===== src/rtl/trdb_packet_buffer.sv =====
// Trace packet buffer: the upstream trace debugger cannot be stalled, so its words land in
// a small FIFO. The FIFO drains toward the trace sink over a valid/ready stream. When the
// FIFO is full, whole bursts of words are dropped. Once a slot frees up, a marker word
// carrying the drop count is written in place of the missing words.
module trdb_packet_buffer #(
  parameter int unsigned XLEN     = 32,
  parameter int unsigned DEPTH    = 16,
  parameter logic [15:0] MARK_TAG = 16'hFADE
) (
  input  logic                       clk_i,
  input  logic                       rst_ni,
  input  logic [XLEN-1:0]            packet_word_i,
  input  logic                       packet_word_valid_i,
  input  logic                       flush_i,
  output logic [XLEN-1:0]            data_o,
  output logic                       valid_o,
  input  logic                       ready_i,
  output logic [$clog2(DEPTH):0]     level_o,
  output logic                       overflow_o
);

  localparam int unsigned AW = $clog2(DEPTH);
  localparam int unsigned LW = AW + 1;
  localparam logic [LW-1:0] DEPTH_L = LW'(DEPTH);

  typedef enum logic {
    RUN  = 1'b0,
    DROP = 1'b1
  } state_e;

  state_e            state_reg, state_next;
  logic [AW-1:0]     wr_ptr_reg, rd_ptr_reg;
  logic [LW-1:0]     level_reg;
  logic              overflow_reg, overflow_next;
  logic [15:0]       drop_cnt_reg, drop_cnt_next;
  logic [XLEN-1:0]   mem_reg [DEPTH];

  logic              full, empty, pop;
  logic              push_en;
  logic [XLEN-1:0]   push_data;
  logic [15:0]       drop_cnt_inc;
  logic [15:0]       drop_cnt_seen;

  // Full is judged on the level before the edge. A pop in the same cycle therefore
  // never makes room for a push in that cycle.
  assign full  = (level_reg == DEPTH_L);
  assign empty = (level_reg == '0);
  assign pop   = !empty && ready_i;

  // The drop counter saturates instead of wrapping, so a huge gap never looks small.
  assign drop_cnt_inc  = (drop_cnt_reg == 16'hFFFF) ? drop_cnt_reg : drop_cnt_reg + 16'd1;
  // The count as it stands after this cycle, including any word dropped right now.
  assign drop_cnt_seen = packet_word_valid_i ? drop_cnt_inc : drop_cnt_reg;

  // State register; flush acts exactly like reset.
  always_ff @(posedge clk_i) begin
    if (!rst_ni || flush_i) begin
      state_reg <= RUN;
    end else begin
      state_reg <= state_next;
    end
  end

  // Next-state logic: enter DROP on the first lost word, leave it once the marker is written.
  always_comb begin
    state_next = state_reg;
    case (state_reg)
      RUN:     if (packet_word_valid_i && full) state_next = DROP;
      DROP:    if (!full)                       state_next = RUN;
      default: state_next = RUN;
    endcase
  end

  // Output/datapath control: decide what gets written, and update the drop bookkeeping.
  always_comb begin
    push_en       = 1'b0;
    push_data     = packet_word_i;
    drop_cnt_next = drop_cnt_reg;
    overflow_next = overflow_reg;
    case (state_reg)
      RUN: begin
        if (packet_word_valid_i) begin
          if (!full) begin
            push_en = 1'b1;
          end else begin
            drop_cnt_next = 16'd1;
            overflow_next = 1'b1;
          end
        end
      end
      DROP: begin
        // The marker takes the free slot. An incoming word in the same cycle is lost,
        // and it is counted in the marker.
        if (!full) begin
          push_en       = 1'b1;
          push_data     = XLEN'({MARK_TAG, drop_cnt_seen});
          drop_cnt_next = 16'd0;
        end else begin
          drop_cnt_next = drop_cnt_seen;
        end
      end
      default: ;
    endcase
  end

  // Pointers, occupancy and sticky status.
  always_ff @(posedge clk_i) begin
    if (!rst_ni || flush_i) begin
      wr_ptr_reg   <= '0;
      rd_ptr_reg   <= '0;
      level_reg    <= '0;
      overflow_reg <= 1'b0;
      drop_cnt_reg <= '0;
    end else begin
      overflow_reg <= overflow_next;
      drop_cnt_reg <= drop_cnt_next;
      if (push_en) wr_ptr_reg <= wr_ptr_reg + AW'(1);
      if (pop)     rd_ptr_reg <= rd_ptr_reg + AW'(1);
      case ({push_en, pop})
        2'b10:   level_reg <= level_reg + LW'(1);
        2'b01:   level_reg <= level_reg - LW'(1);
        default: level_reg <= level_reg;
      endcase
    end
  end

  // Storage array. Stale contents are harmless because the output masks empty reads to zero.
  always_ff @(posedge clk_i) begin
    if (rst_ni && !flush_i && push_en) begin
      mem_reg[wr_ptr_reg] <= push_data;
    end
  end

  // First-word-fall-through head.
  assign data_o     = empty ? '0 : mem_reg[rd_ptr_reg];
  assign valid_o    = !empty;
  assign level_o    = level_reg;
  assign overflow_o = overflow_reg;

endmodule

===== config.mk =====
export PLATFORM = sky130hd
export DESIGN_NAME = trdb_packet_buffer
export DESIGN_NICKNAME = d
export VERILOG_FILES = /design/src/rtl/trdb_packet_buffer.sv
export SDC_FILE = /design/constraint.sdc
export NUM_CORES = 1
export LEC_CHECK = 0
export ABC_AREA = 1
export CAP_MARGIN = 10
export CORE_ASPECT_RATIO = 0.8
export CORE_MARGIN = 4
export CORE_UTILIZATION = 42
export DETAILED_ROUTE_END_ITERATION = 6
export SLEW_MARGIN = 15
export SYNTH_ARGS = -nofsm -noshare
export SYNTH_HDL_FRONTEND = slang
export SYNTH_SLANG_ARGS = --single-unit

===== constraint.sdc =====
create_clock -name clk_i -period 3.8 [get_ports clk_i]
set_clock_uncertainty 0.1 [all_clocks]
set_input_delay 0.38 -clock clk_i [delete_from_list [all_inputs] [get_ports clk_i]]
set_output_delay 0.38 -clock clk_i [all_outputs]
set_load 0.02 [all_outputs]

Word level (Yosys, flattened, before mapping) --
Memory sizes are Yosys's and may differ from the RTL's. A register that Yosys moved wholly into a read port is not among the register bits. Index checks and enable logic that the tools add are counted.
Word-level totals: word-level logic and storage cells 51, memories 1, RAM bits 512, register bits after elaboration 31, bits of input ports 37, output and inout port bits 39
Cells by class: $add $sub $neg 5, reductions and logical operators 12, bitwise operators 1, muxes and demuxes 20, equal/unequal tests 6
Memory list:
- mem_reg | words 16, width 32, rd ports 1, clocked after Yosys merged registers in 1, write ports 1, RTL line 36 | logic [XLEN-1:0] mem_reg [DEPTH];
Operators with widths (number):
- 32-bit 2-to-1 mux | 3
- 16-bit 2-to-1 mux | 5
- 16-bit case mux with 2 select lines | 1
- 16-bit by 1-bit adder with 16-bit output (second input constant) | 1
- 16-bit == test (second input constant) | 1
- 5-bit case mux with 2 select lines | 1
- 4-bit by 1-bit adder with 4-bit output (second input constant) | 2
- 4-bit 2-to-1 mux | 2
- 1-bit 2-to-1 mux | 6
- 5-bit by 1-bit adder with 5-bit output (second input constant) | 1
- 5-bit == test (second input constant) | 1
- 5-bit zero test | 1
- 5-bit by 1-bit subtractor with 5-bit output (second input constant) | 1
- 1-bit logical AND | 4
- 2-bit != test (second input constant) | 2
- 1-bit case mux with 2 select lines | 2
- 1-bit zero test | 3
- 3-bit AND reduction | 1
- 2-bit by 1-bit == test with 1-bit output (second input constant) | 1
- 2-bit == test (second input constant) | 1
- 2-bit AND reduction | 1
- 2-bit nonzero test | 1
- 1-bit logical OR | 1
- 1-bit inverter | 1

Longest topological paths before layout --
depth in word-level cells 7, mapped depth 15

Worst setup path before layout --
No wires, ideal clock.
path type reg2reg, from reg level_reg[1] (netlist: level_o[1]), to mem mem_reg[0][0] (enable), slack 684 ps, data arrival time 2595 ps, path buffers 0, period minus slack after synthesis 3116 ps, cell stages (with the launch flop) 7, path through dfxtp_1 -> inv_1 -> nand4_2 -> nand2_1 -> nor2_1 -> nand2_1 -> nor2_1
On the way: cells in the longest elaborated chain, start to end 7
RTL lines:
- start: declaration | RTL line 33 | logic [LW-1:0] level_reg;
- start signal: assignment | RTL line 120 | 2'b10: level_reg <= level_reg + LW'(1);
- start signal: assignment | RTL line 121 | 2'b01: level_reg <= level_reg - LW'(1);
- start signal: assignment | RTL line 122 | default: level_reg <= level_reg;
- 5-bit == test (*) | RTL line 46 | assign full = (level_reg == DEPTH_L);
- 1-bit 2-to-1 mux (*) | RTL line 83, 94
- 1-bit 2-to-1 mux | RTL line 82 | if (packet_word_valid_i) begin
- 1-bit case mux with 2 select lines (*) | RTL line 80 | case (state_reg)
- 1-bit logical AND (*) | RTL line 129 | if (rst_ni && !flush_i && push_en) begin
- 1-bit 2-to-1 mux (*) | RTL line 129
- 1-bit 2-to-1 mux (implied by the code) (*) | RTL line 130 | mem_reg[wr_ptr_reg] <= push_data;
- end: declaration | RTL line 36
Mark *: on every way between the ends. The rest lies on a longest branch, timed or not.

==> metrics.txt <==
number of H-tree levels=2; 1st-pass router iterations=6; gr usage total=about a fifth; CP cell instances=buf_12, o21ai_0, o221ai_1, nand3_1, a21oi_1, clkdlybuf4s50_1; worst-path maximum fanout=85; count of final setup violators=0; P per Cell Area=just under 500 nW/um2; via count=14700; row count=between 70 and 80; sequential area share after synthesis=71.0%; startpoint types=register; multi-input logic area=about 5900 um2; slowest CP cell=clkdlybuf4s50_1; leakage=between 8 and 9 nW; Placer Congestion=between 0.8 and 0.9; Distinct cells, synth=38; antenna viol nets, final=0; most frequent cells in the layout=512 x edfxtp_1, 259 x nor2_1, 141 x o21ai_0; post-synthesis mux area share=0%; worst path bufs/invs=2; Core Region=about 53000 um2; area grow syn2layout=15.8%; Die X=268 um; DR iter-0 viols=about 1600; vias in the first global route=between 10000 and 15000; relative slew slack=a little under a third; RSZ-0062 raised after global routing=no; EDFF count, synth=about 510; fin crit period=approximately 3.7 ns; final WL=59600 um; FF/Latch Area=~16000 um2; Max Freq=0.271 GHz; antenna cells=0; Max Slew Vio Count=0; slowest stage delay, CP=approximately 0.69 ns; Die Ht=approximately 220 um; share of cells above drive strength 1=a little over a tenth; Synth Area in XOR/XNOR=less than 1%; outcome=completed; Worst Max-Slew Pin Slew=1.03 ns; fillcell total=4588; CTS buffer count=52; simple-gate share of the synthesized area=roughly a tenth; Initial Utilization=42.8%; Period Utilization, post-route=between 90% and 100%; Remaining Overflow, GRT=0; crit path DAT=between 3 and 4 ns; first-pass GRT wire length=between 80000 and 90000 um; worst min path class=register to register; Crit Path Category=register to output pin; Final Hold Vio Count=0; vias per inst=around 5.7; Post-Synth Adder-Cell Area=less than 1%; Warnings, synthesis=0; CP delay by family, top=buffers and inverters; max reg flops=just over 500; Post-Syn Instances=around 1800; largest family of logic cells by synthesized area=compound AO/OA/AOI/OAI gates; TritonCTS clock tree=built; average routed wire per standard cell=around 23 um; Synth Area in Compound Gates=between 10% and 20%; CP Capture Type=output pin; Worst-path clk slew=0.06 ns; # nets final=around 1900; Clock Latency Late Sink=around 0.58 ns; Post-synth top flop=edfxtp_1; initial antenna violation count=0; ys async rst share=0%; largest net degree at the start of global routing=86; Worst Path Required=approximately 3.3 ns; Syn Nets=~1800; PortBufs=between 70 and 80; Synth Cell Area=roughly 23000 um2; TritonCTS sink count=~550; syn_area_per_cell=~13 um2; commonest non-fill, non-tap cell in the layout=edfxtp_1; io pins=76; max-cap violation count=0; Pwr Total=12.7 mW; Final HPWL DP=30500 um; Seq cells post-synth=~550; setup_tns=0 ns; Max Root-Sink Buffers=3; die footprint=57700 um2; drt drc=0; Max IR drop VDD=around 320 uV; CTS root buf=clkbuf_16
==> final cells by class <==
class / count / area share [%]
Inverter: 49 / 0.729
Clock buffer: 59 / 5.14
Multi-Input combinational cell: 1052 / 22.6
Timing Repair Buffer: 141 / 5.82
Tap cell: 693 / 3.30
Clock inverter: 39 / 1.07
Sequential cell: 547 / 61.3
==> synth_stat cells (5+ instances only) <==
library cell	count	area, um2
buf_2	35	175
nand3b_1	5	37.5
or2_2	10	62.6
ha_1	9	113
nor2_1	275	1030
a31oi_1	8	50.1
o21bai_1	128	961
dfxtp_1	35	701
edfxtp_1	512	15400
xor2_1	8	70.1
o21ai_0	141	706
clkbuf_1	57	214
o211ai_1	32	240
nand3_1	92	460
buf_6	6	67.6
o221ai_1	96	841
a21oi_1	57	285
o21a_1	32	240
buf_4	10	75.1
inv_1	45	169
nand2_1	128	480
==> worst min-delay path, delay by kind of cell, from the launching register on <==
family / cells / cell delay [ns]
and+or+nand+nor: 2 / 0.12
DFF: 1 / 0.33
==> what timing repair did <==
| action | in CTS | in global routing |
|---|---|---|
| setup endpoints to repair | 28 | 8 |
| hold buffers | 0 | 0 |
| buffers inserted | 2 | 1 |
| resized for setup | 1 | 1 |
==> through the flow <==
| stage | std cells | util, % | hold WS, ns | instance area (um2) | worst slack [ns] |
|---|---|---|---|---|---|
| CTS | 2579 | 49.5 | 0.377 | 26200 | 0.0779 |
| floorplan | 1765 | - | 0.347 | 22700 | 0.684 |
| global route | 2580 | 49.6 | 0.427 | 26200 | 0.00289 |
| global placement | 2479 | 46.3 | 0.357 | 24500 | 0.492 |
| finish | 2580 | 49.6 | 0.376 | 26200 | 0.112 |
| detailed placement | 2479 | 46.3 | 0.365 | 24500 | 0.421 |
==> power by group <==
| group | total (mW) | switching [mW] | internal, mW |
|---|---|---|---|
| clock network | 4.98 | 2.22 | 2.76 |
| registers | 6.64 | 0.0304 | 6.60 |
| logic | 1.06 | 0.658 | 0.398 |
==> kinds of logic (layout without fill, tap and decap cells) <==
family | count (synthesis) | in the layout
DFF | 547 | 547
and+or+nand+nor | 537 | 537
AOI/OAI and AO/OA | 498 | 498
buffers and inverters | 166 | 288
adders and majority gates | 9 | 9
xor gates and xnor gates | 8 | 8
==> worst paths after layout <==
check	slack (ns)	end	cells after the start	from
setup / recovery	0.11	data_o[4]	6	register
hold reg to reg	0.38	overflow_o	2	overflow_o
hold / removal	0.38	overflow_o	2	overflow_o
setup reg to reg	1.04	mem_reg[5][24]	6	level_o[3]
==> layer usage <==
metal  vias up  GRT usage [%]  share of wire (%)
li1       6753              -                  -
met1      7317           29.3                 45
met2       484           32.4                 46
met3       106           3.15                6.3
met4         0           5.59                2.6
met5         -              0                  0
Power figures use the tool's default switching activity.
